`src/rtl/hazard_req_gen_if.sv`:
```
// hazard_req_gen_if: pipeline hazard inputs and stall-request outputs of hazard_req_gen
interface hazard_req_gen_if;
    logic [4:0]  d_rs1;
    logic [4:0]  d_rs2;
    logic        d_use_rs1;
    logic        d_use_rs2;
    logic [4:0]  x_rd;
    logic        x_reg_write;
    logic        x_mem_read;
    logic        x_muldiv_start;
    logic        x_muldiv_is_div;
    logic        m_mem_req;
    logic        m_mem_ready;
    logic        stat_clr;
    logic [4:0]  F_D_X_M_W_clt;
    logic        md_busy;
    logic        md_done;
    logic        mem_timeout;
    logic [15:0] stall_cycles;
    modport master (
        output d_rs1, d_rs2, d_use_rs1, d_use_rs2, x_rd, x_reg_write, x_mem_read,
               x_muldiv_start, x_muldiv_is_div, m_mem_req, m_mem_ready, stat_clr,
        input  F_D_X_M_W_clt, md_busy, md_done, mem_timeout, stall_cycles
    );
    modport slave (
        input  d_rs1, d_rs2, d_use_rs1, d_use_rs2, x_rd, x_reg_write, x_mem_read,
               x_muldiv_start, x_muldiv_is_div, m_mem_req, m_mem_ready, stat_clr,
        output F_D_X_M_W_clt, md_busy, md_done, mem_timeout, stall_cycles
    );
endinterface

```
`src/rtl/hazard_req_gen.sv`:
```
// hazard_req_gen: load-use, mul/div and memory-wait stall request generator with stall statistics
module hazard_req_gen #(
    parameter int MUL_CYCLES  = 4,
    parameter int DIV_CYCLES  = 33,
    parameter int MEM_TIMEOUT = 255
) (
    input logic clk,
    input logic rst,
    hazard_req_gen_if.slave bus
);
    localparam int CW = $clog2((DIV_CYCLES > MUL_CYCLES ? DIV_CYCLES : MUL_CYCLES) + 1);
    typedef enum logic {IDLE, MD_BUSY} state_t;
    state_t state, state_nxt;
    logic [CW-1:0] md_cnt, cnt_nxt;
    logic [7:0] mem_wait_cnt, wait_inc;
    logic [15:0] stall_cycles;
    logic [4:0] clt;
    logic lu, mem_wait, md_req, busy_c, done_c, mem_timeout;
    assign lu = bus.x_mem_read & bus.x_reg_write & (bus.x_rd != 5'd0) &
                ((bus.d_use_rs1 & (bus.d_rs1 == bus.x_rd)) | (bus.d_use_rs2 & (bus.d_rs2 == bus.x_rd)));
    assign mem_wait = bus.m_mem_req & ~bus.m_mem_ready;
    assign wait_inc = (mem_wait_cnt == 8'hFF) ? 8'hFF : mem_wait_cnt + 8'd1;
    // reset masks the sequenced mul/div terms so only the combinational hazards show through
    assign clt = (lu ? 5'b00011 : 5'b00000) | ((md_req & ~rst) ? 5'b00111 : 5'b00000) |
                 (mem_wait ? 5'b01111 : 5'b00000);
    always_comb begin
        state_nxt = state;
        cnt_nxt = md_cnt;
        md_req = 1'b0;
        busy_c = 1'b0;
        done_c = 1'b0;
        if (state == IDLE) begin
            md_req = bus.x_muldiv_start;
            cnt_nxt = bus.x_muldiv_start ? (bus.x_muldiv_is_div ? CW'(DIV_CYCLES - 1) : CW'(MUL_CYCLES - 1)) : md_cnt;
            state_nxt = bus.x_muldiv_start ? MD_BUSY : IDLE;
        end else if (md_cnt != '0) begin
            md_req = 1'b1;
            busy_c = 1'b1;
            cnt_nxt = md_cnt - CW'(1);
        end else begin
            done_c = 1'b1;
            state_nxt = IDLE;
        end
    end
    always_ff @(posedge clk) begin
        if (rst) begin
            state <= IDLE;
            md_cnt <= '0;
            mem_wait_cnt <= 8'd0;
            mem_timeout <= 1'b0;
            stall_cycles <= 16'd0;
        end else begin
            state <= state_nxt;
            md_cnt <= cnt_nxt;
            mem_wait_cnt <= mem_wait ? wait_inc : 8'd0;
            mem_timeout <= mem_timeout | (mem_wait & (wait_inc == 8'(MEM_TIMEOUT)));
            stall_cycles <= bus.stat_clr ? 16'd0 :
                            ((clt != 5'd0) && (stall_cycles != 16'hFFFF)) ? stall_cycles + 16'd1 : stall_cycles;
        end
    end
    assign bus.F_D_X_M_W_clt = clt;
    assign bus.md_busy = busy_c & ~rst;
    assign bus.md_done = done_c & ~rst;
    assign bus.mem_timeout = mem_timeout;
    assign bus.stall_cycles = stall_cycles;
endmodule

```
`src/flat_wrapper.sv`:
```
// flat-port wrapper written by rule: the top's interface ports become plain ports
module hazard_req_gen_flat 
#(
    parameter int MUL_CYCLES  = 4,
    parameter int DIV_CYCLES  = 33,
    parameter int MEM_TIMEOUT = 255
)
  (clk, rst, bus_d_rs1, bus_d_rs2, bus_d_use_rs1, bus_d_use_rs2, bus_x_rd, bus_x_reg_write, bus_x_mem_read, bus_x_muldiv_start, bus_x_muldiv_is_div, bus_m_mem_req, bus_m_mem_ready, bus_stat_clr, bus_F_D_X_M_W_clt, bus_md_busy, bus_md_done, bus_mem_timeout, bus_stall_cycles);
  hazard_req_gen_if bus_i ();
  input logic clk;
  input logic rst;
  input wire logic [$bits(bus_i.d_rs1)-1:0] bus_d_rs1;
  input wire logic [$bits(bus_i.d_rs2)-1:0] bus_d_rs2;
  input wire logic [$bits(bus_i.d_use_rs1)-1:0] bus_d_use_rs1;
  input wire logic [$bits(bus_i.d_use_rs2)-1:0] bus_d_use_rs2;
  input wire logic [$bits(bus_i.x_rd)-1:0] bus_x_rd;
  input wire logic [$bits(bus_i.x_reg_write)-1:0] bus_x_reg_write;
  input wire logic [$bits(bus_i.x_mem_read)-1:0] bus_x_mem_read;
  input wire logic [$bits(bus_i.x_muldiv_start)-1:0] bus_x_muldiv_start;
  input wire logic [$bits(bus_i.x_muldiv_is_div)-1:0] bus_x_muldiv_is_div;
  input wire logic [$bits(bus_i.m_mem_req)-1:0] bus_m_mem_req;
  input wire logic [$bits(bus_i.m_mem_ready)-1:0] bus_m_mem_ready;
  input wire logic [$bits(bus_i.stat_clr)-1:0] bus_stat_clr;
  output wire logic [$bits(bus_i.F_D_X_M_W_clt)-1:0] bus_F_D_X_M_W_clt;
  output wire logic [$bits(bus_i.md_busy)-1:0] bus_md_busy;
  output wire logic [$bits(bus_i.md_done)-1:0] bus_md_done;
  output wire logic [$bits(bus_i.mem_timeout)-1:0] bus_mem_timeout;
  output wire logic [$bits(bus_i.stall_cycles)-1:0] bus_stall_cycles;
  assign bus_i.d_rs1 = bus_d_rs1;
  assign bus_i.d_rs2 = bus_d_rs2;
  assign bus_i.d_use_rs1 = bus_d_use_rs1;
  assign bus_i.d_use_rs2 = bus_d_use_rs2;
  assign bus_i.x_rd = bus_x_rd;
  assign bus_i.x_reg_write = bus_x_reg_write;
  assign bus_i.x_mem_read = bus_x_mem_read;
  assign bus_i.x_muldiv_start = bus_x_muldiv_start;
  assign bus_i.x_muldiv_is_div = bus_x_muldiv_is_div;
  assign bus_i.m_mem_req = bus_m_mem_req;
  assign bus_i.m_mem_ready = bus_m_mem_ready;
  assign bus_i.stat_clr = bus_stat_clr;
  assign bus_F_D_X_M_W_clt = bus_i.F_D_X_M_W_clt;
  assign bus_md_busy = bus_i.md_busy;
  assign bus_md_done = bus_i.md_done;
  assign bus_mem_timeout = bus_i.mem_timeout;
  assign bus_stall_cycles = bus_i.stall_cycles;
  hazard_req_gen #(.MUL_CYCLES(MUL_CYCLES), .DIV_CYCLES(DIV_CYCLES), .MEM_TIMEOUT(MEM_TIMEOUT)) u_core (.clk(clk), .rst(rst), .bus(bus_i));
endmodule
```
`config.mk`:
```
export PLATFORM = sky130hd
export DESIGN_NAME = hazard_req_gen_flat
export DESIGN_NICKNAME = d
export VERILOG_FILES = /design/src/rtl/hazard_req_gen_if.sv /design/src/rtl/hazard_req_gen.sv /design/src/flat_wrapper.sv
export SDC_FILE = /design/constraint.sdc
export NUM_CORES = 1
export LEC_CHECK = 0
export CAP_MARGIN = 5
export CORE_MARGIN = 2
export CORE_UTILIZATION = 35
export DETAILED_ROUTE_END_ITERATION = 12
export DONT_BUFFER_PORTS = 1
export GPL_ROUTABILITY_DRIVEN = 0
export PLACE_DENSITY = 0.56
export SYNTH_ARGS = -nofsm -noshare
export SYNTH_HDL_FRONTEND = slang
export SYNTH_SLANG_ARGS = --single-unit
```
`constraint.sdc`:
```
create_clock -name clk -period 6.35 [get_ports clk]
set_input_delay 1.5875 -clock clk [delete_from_list [all_inputs] [get_ports clk]]
set_output_delay 1.5875 -clock clk [all_outputs]
set_load 0.05 [all_outputs]
```
# After elaboration in Yosys (flattened, before gate mapping)
# Cells that the tools add are included.
# Widths: inputs -> output; s select.
word_totals:
  regBits: 32
  latch_bits: 0
  ram_bits: 0
  rom_bits: 0
  inputBits: 26
  output_inout_bits: 24
  wordCells: 54
  memories: 0
classes:
  addsub: 3
  n_mul: 0
  div: 0
  magnitude_cmp: 0
  n_eq_ne: 6
  shifts: 0
  muxes: 15
  bitwise_logic: 17
  reduce_logical: 8
op_table:
  columns: ["op", "count"]
  rows:
  - ["$mux 6", 4]
  - ["$add 16x1->16 const B", 1]
  - ["$eq 8x8->1 const B", 2]
  - ["$ne 16x16->1 const B", 1]
  - ["$and 1x1->1", 10]
  - ["$eq 5x5->1", 2]
  - ["$or 5x5->5", 2]
  - ["$reduce_bool 5->1", 2]
  - ["$add 8x1->8 const B", 1]
  - ["$mux 8", 1]
  - ["$mux 1", 7]
  - ["$reduce_bool 6->1", 1]
  - ["$sub 6x1->6 const B", 1]
  - ["$mux 4", 1]
  - ["$reduce_or 2->1", 2]
  - ["$mux 3", 1]
  - ["$not 1->1", 3]
  - ["$mux 2", 1]
  - ["$ne 2x2->1 const B", 1]
  - ["$or 1x1->1", 2]
  - ["$reduce_and 2->1", 1]
  - ["$reduce_bool 2->1", 1]
  - ["$logic_and 1x1->1", 1]

# Logic depth before layout (Yosys ltp)
logic_depth:
  ltp_word: 9
  mapped_depth: 9
  ltp_nobuf: 8

# Least setup slack after synthesis
# No wires, ideal clock.
synth_timing:
  path_kind: "input to output"
  start: "in bus_x_rd[1]"
  end: "out bus_F_D_X_M_W_clt[1]"
  arrival_time_ns: 2.976
  t_required_ns: 4.762
  path_slack_ns: 1.787
  stages: 6
  n_path_buf: 2
  path_cell_list: "or3_1 -> o311a_1 -> a21oi_2 -> buf_6 -> inv_2 -> buf_4"
synth_between:
  elab_chain_len: 7
  elab_cells_between_ends: 11
  classes_between: "eq/ne (2); mux (1); bitwise (7); reduce/logical (1)"
synth_rtl:
  columns: ["element", "line", "text"]
  rows:
  - ["start, declared", "flat_wrapper.sv:16", "input wire logic [$bits(bus_i.x_rd)-1:0] bus_x_rd;"]
  - ["$eq 5x5->1", "hazard_req_gen.sv:20", "((bus.d_use_rs1 & (bus.d_rs1 == bus.x_rd)) | (bus.d_use_rs2 & (bus.d_rs2 == bus.x_rd)));"]
  - ["$and 1x1->1", "hazard_req_gen.sv:20", null]
  - ["$or 1x1->1", "hazard_req_gen.sv:20", null]
  - ["$and 1x1->1 (*)", "hazard_req_gen.sv:19", "assign lu = bus.x_mem_read & bus.x_reg_write & (bus.x_rd != 5'd0) &"]
  - ["$mux 2 (*)", "hazard_req_gen.sv:24", "assign clt = (lu ? 5'b00011 : 5'b00000) | ((md_req & ~rst) ? 5'b00111 : 5'b00000) |"]
  - ["$or 5x5->5 (*) (2 in a row)", "hazard_req_gen.sv:24", null]
  - ["end, declared", "flat_wrapper.sv:24", "output wire logic [$bits(bus_i.F_D_X_M_W_clt)-1:0] bus_F_D_X_M_W_clt;"]
# Every way passes the cells marked *; elsewhere a longest branch is shown, timed or not.

# Worst setup path in the final report
layout_timing:
  start: "in bus_x_muldiv_start"
  end: "out bus_F_D_X_M_W_clt[1]"
layout_between:
  elab_chain_len: 5
layout_rtl:
  columns: ["element", "line", "text"]
  rows:
  - ["start, declared", "flat_wrapper.sv:19", "input wire logic [$bits(bus_i.x_muldiv_start)-1:0] bus_x_muldiv_start;"]
  - ["$mux 1", "hazard_req_gen.sv:32", "if (state == IDLE) begin"]
  - ["$and 1x1->1", "hazard_req_gen.sv:24", null]
  - ["$mux 3", "hazard_req_gen.sv:24", null]
  - ["$or 5x5->5 (2 in a row)", "hazard_req_gen.sv:24", null]
# No other way between the ends.

==> results.py <==
metrics = {
    "floorplan": {
        "num_io_pins": 50,
        "core_sq_um": 5040,
        "dieArea_sq_um": 5740,
        "die_h_um": 75.8,
        "row_count": 26,
        "fp.dieW_um": 75.8,
        "initial_utilization": 0.358,
    },
    "synthesis": {
        "ys.flop_type": "dfxtp_1",
        "synth_seq_cells": 32,
        "synth-edff-count": 0,
        "synth.distinct_cells": 45,
        "avgSynthCellArea_sq_um": 8.35,
        "yosysSeqAreaShare": 0.355,
        "async_flop_share": 0,
        "synthCells": 216,
        "netlist_area_sq_um": 1800,
        "syn_nets": 246,
        "synth_warnings": 0,
    },
    "clock_network": {
        "post_cts_buffers": 0,
        "clkSlewWorstSetupHoldPaths_ns": 0.07,
        "cts_tree": "built",
        "hold_buffers": 0,
        "ctsResizeCount": 0,
        "cts.sinks": 32,
        "cts_max_level": 2,
        "root_buffer": "clkbuf_8",
        "clock_path_buffers": 2,
        "cts_buffers": 5,
        "clk_latency_ns": 0.29,
    },
    "worst_setup_path": {
        "critical_path_arrival_ns": 2.97,
        "slowest_stage": "inv_2",
        "worst-r2r-cell-count": 7,
        "reg2reg_from": "u_core.bus.stall_cycles[0]$_SDFFE_PP0P_",
        "crit_required_ns": 4.76,
        "rrSetupSlack_ns": 3.51,
        "cp-endpoint": "bus_F_D_X_M_W_clt[1]",
        "cp-end-kind": "primary output",
        "slowest_delay_ns": 0.44,
        "timing.rr.end": "u_core.bus.stall_cycles[11]$_SDFFE_PP0P_",
        "critical_path.cell_chain": "nor2_1 > a41o_4 > o21bai_4 > a21oi_2 > buf_4 > inv_2",
        "critPathKind": "input pin to primary output",
        "cp-start-kind": "input pin",
        "cp_max_fo": 24,
        "crit_start": "bus_x_muldiv_start",
    },
    "cells_and_area": {
        "instances_no_fill": 284,
        "final_nets": 243,
        "area_growth_pct": 7.49,
        "diodes": 0,
        "final_cell_mix": "dfxtp_1, a21oi_1, nor2_1",
        "drive_gt1_frac": 0.0841,
        "final_common_cell": "dfxtp_1",
        "final_core_util": 0.384,
        "fillers": 525,
    },
    "sta": {
        "timing.slew.headroom": 0.237,
        "slew_violations": 0,
        "min_period_over_period": 0.717,
        "worst_slew_pin_slew_ns": 1.14,
        "rsz0062_at_grt": "false",
        "max_freq_ghz": 0.220,
        "hold_ws_ns": 0.500,
        "setup_viol": 0,
        "timing_hold_violations_final": 0,
        "fin_crit_ns": 4.55,
        "setup_tns_ns": 0,
        "finalClockSkew_ns": 0.00853,
    },
    "flow_run": {
        "cap_violations": 0,
    },
    "global_route": {
        "antenna_found_initial": 0,
        "grt_overflow": 0,
        "grt_max_degree": 25,
        "grt_pass1_wl_um": 6280,
        "grt_pass1_vias": 1457,
        "grtUsageTotal": 0.141,
    },
    "pwr": {
        "p_leak_nw": 0.631,
        "switching_share": 0.296,
        "p_clk_frac": 0.378,
        "comb_power_share": 0.193,
        "pwr-share-seq": 0.429,
        "powerDensity_nw_per_um2": 266,
        "p_int_mw": 0.363,
        "p_switching_mw": 0.152,
        "irDropWorstVdd_mv": 0.102,
    },
    "detailed_routing": {
        "routedWlPerCell_um": 13.3,
        "dr.pass1.iters": 4,
        "num_vias": 1541,
        "wl_um": 3770,
        "drc_errors": 0,
        "drt_iter0_drc": 74,
        "ant_nets": 0,
        "via_per_inst": 5.43,
    },
    "placement": {
        "place_inst": 276,
        "io_buffers": 0,
        "post-dp-hpwl_um": 2780,
    },
    "outcome": {
        "status": "complete, no violations",
    },
    "hold_path": {
        "hold_start": "u_core.md_cnt[5]$_SDFFE_PP0P_",
        "hold_class": "flip-flop to flip-flop",
    },
}
## cell type report
| type | instances | area [sq um] | area share |
|---|---|---|---|
| inverter | 9 | 33.8 | 0.0174 |
| sequential | 32 | 641 | 0.331 |
| clock inverter | 2 | 35.0 | 0.0181 |
| timing repair buffer | 2 | 15.0 | 0.00775 |
| clock buffer | 6 | 72.6 | 0.0374 |
| multi-input combinational | 163 | 1050 | 0.544 |
| tap | 70 | 87.6 | 0.0452 |
## flip-flops by register name, indices dropped and copies added (netlist names)
signal	cells
u_core.bus.stall_cycles	16
u_core.mem_wait_cnt	8
u_core.md_cnt	6
u_core.bus.mem_timeout	1
u_core.state	1
## layer usage
metal,wire length [um],track usage,vias up
li1,-,-,778
met1,1670,0.167,716
met2,1760,0.235,42
met3,278,0.0529,5
met4,56,0.0468,0
met5,0,0,-
## power by group through the flow
stage | Sequential (mW) | Clock (mW) | Combinational [mW]
2_1_floorplan | 0.222 | 0 | 0.0958
3_3_place_gp | 0.226 | 0 | 0.100
3_5_place_dp | 0.226 | 0 | 0.100
4_1_cts | 0.221 | 0.202 | 0.100
5_1_grt | 0.222 | 0.208 | 0.113
6_report | 0.221 | 0.194 | 0.0995
## worst min path at each step
stage                                     to  slack, ns  depth (start not counted)
5_1_grt        u_core.md_cnt[5]$_SDFFE_PP0P_       0.56                          2
6_report       u_core.md_cnt[5]$_SDFFE_PP0P_       0.50                          2
2_1_floorplan  u_core.md_cnt[5]$_SDFFE_PP0P_       0.46                          2
4_1_cts        u_core.md_cnt[5]$_SDFFE_PP0P_       0.51                          2
3_5_place_dp   u_core.md_cnt[5]$_SDFFE_PP0P_       0.49                          2
3_3_place_gp   u_core.md_cnt[5]$_SDFFE_PP0P_       0.47                          2
## cells by family after synthesis
group / share of synthesized area
buffers and inverters: 0.0604
DFF: 0.355
adders and majority gates: 0.0278
and+or+nand+nor: 0.262
muxes: 0.0167
AOI/OAI and AO/OA: 0.194
xor gates and xnor gates: 0.0826
other: 0.00208
## stage by stage
step                worst slack, ns  cell area, sq um  power [mW]
global route                   1.73              1940       0.543
global placement               1.79              1830       0.326
finish                         1.80              1940       0.515
detailed placement             1.78              1830       0.326
CTS                            1.79              1940       0.523
floorplan                      1.79              1800       0.318
## cell usage after synthesis, types with 2 or more instances
cell type	count	area, sq um
o21ai_0	3	15.0
buf_1	2	7.51
ha_1	4	50.1
nor2b_1	3	18.8
or4_1	9	67.6
inv_1	8	30.0
nand2b_1	3	18.8
nor4_1	2	12.5
or2_2	3	18.8
xnor2_1	11	96.3
mux2i_1	3	30.0
a21oi_1	22	110
and3_1	3	18.8
nand4_1	6	37.5
nor2_1	18	67.6
nand2_1	15	56.3
buf_4	4	30.0
dfxtp_1	32	641
xor2_1	6	52.6
nor3_1	3	15.0
buf_6	2	22.5
a211oi_1	4	30.0
o31ai_1	8	60.1
a31oi_1	2	12.5
or3_1	5	31.3
clkbuf_1	4	15.0
nand3_1	13	65.1
## worst max-delay path, delay by kind of cell
family                 cells  cell delay [ns]
AO/OA/AOI/OAI              3             0.67
AND/OR/NAND/NOR            1             0.04
buffers and inverters      2             0.66
Note: power is estimated with default switching activity, not from simulation.
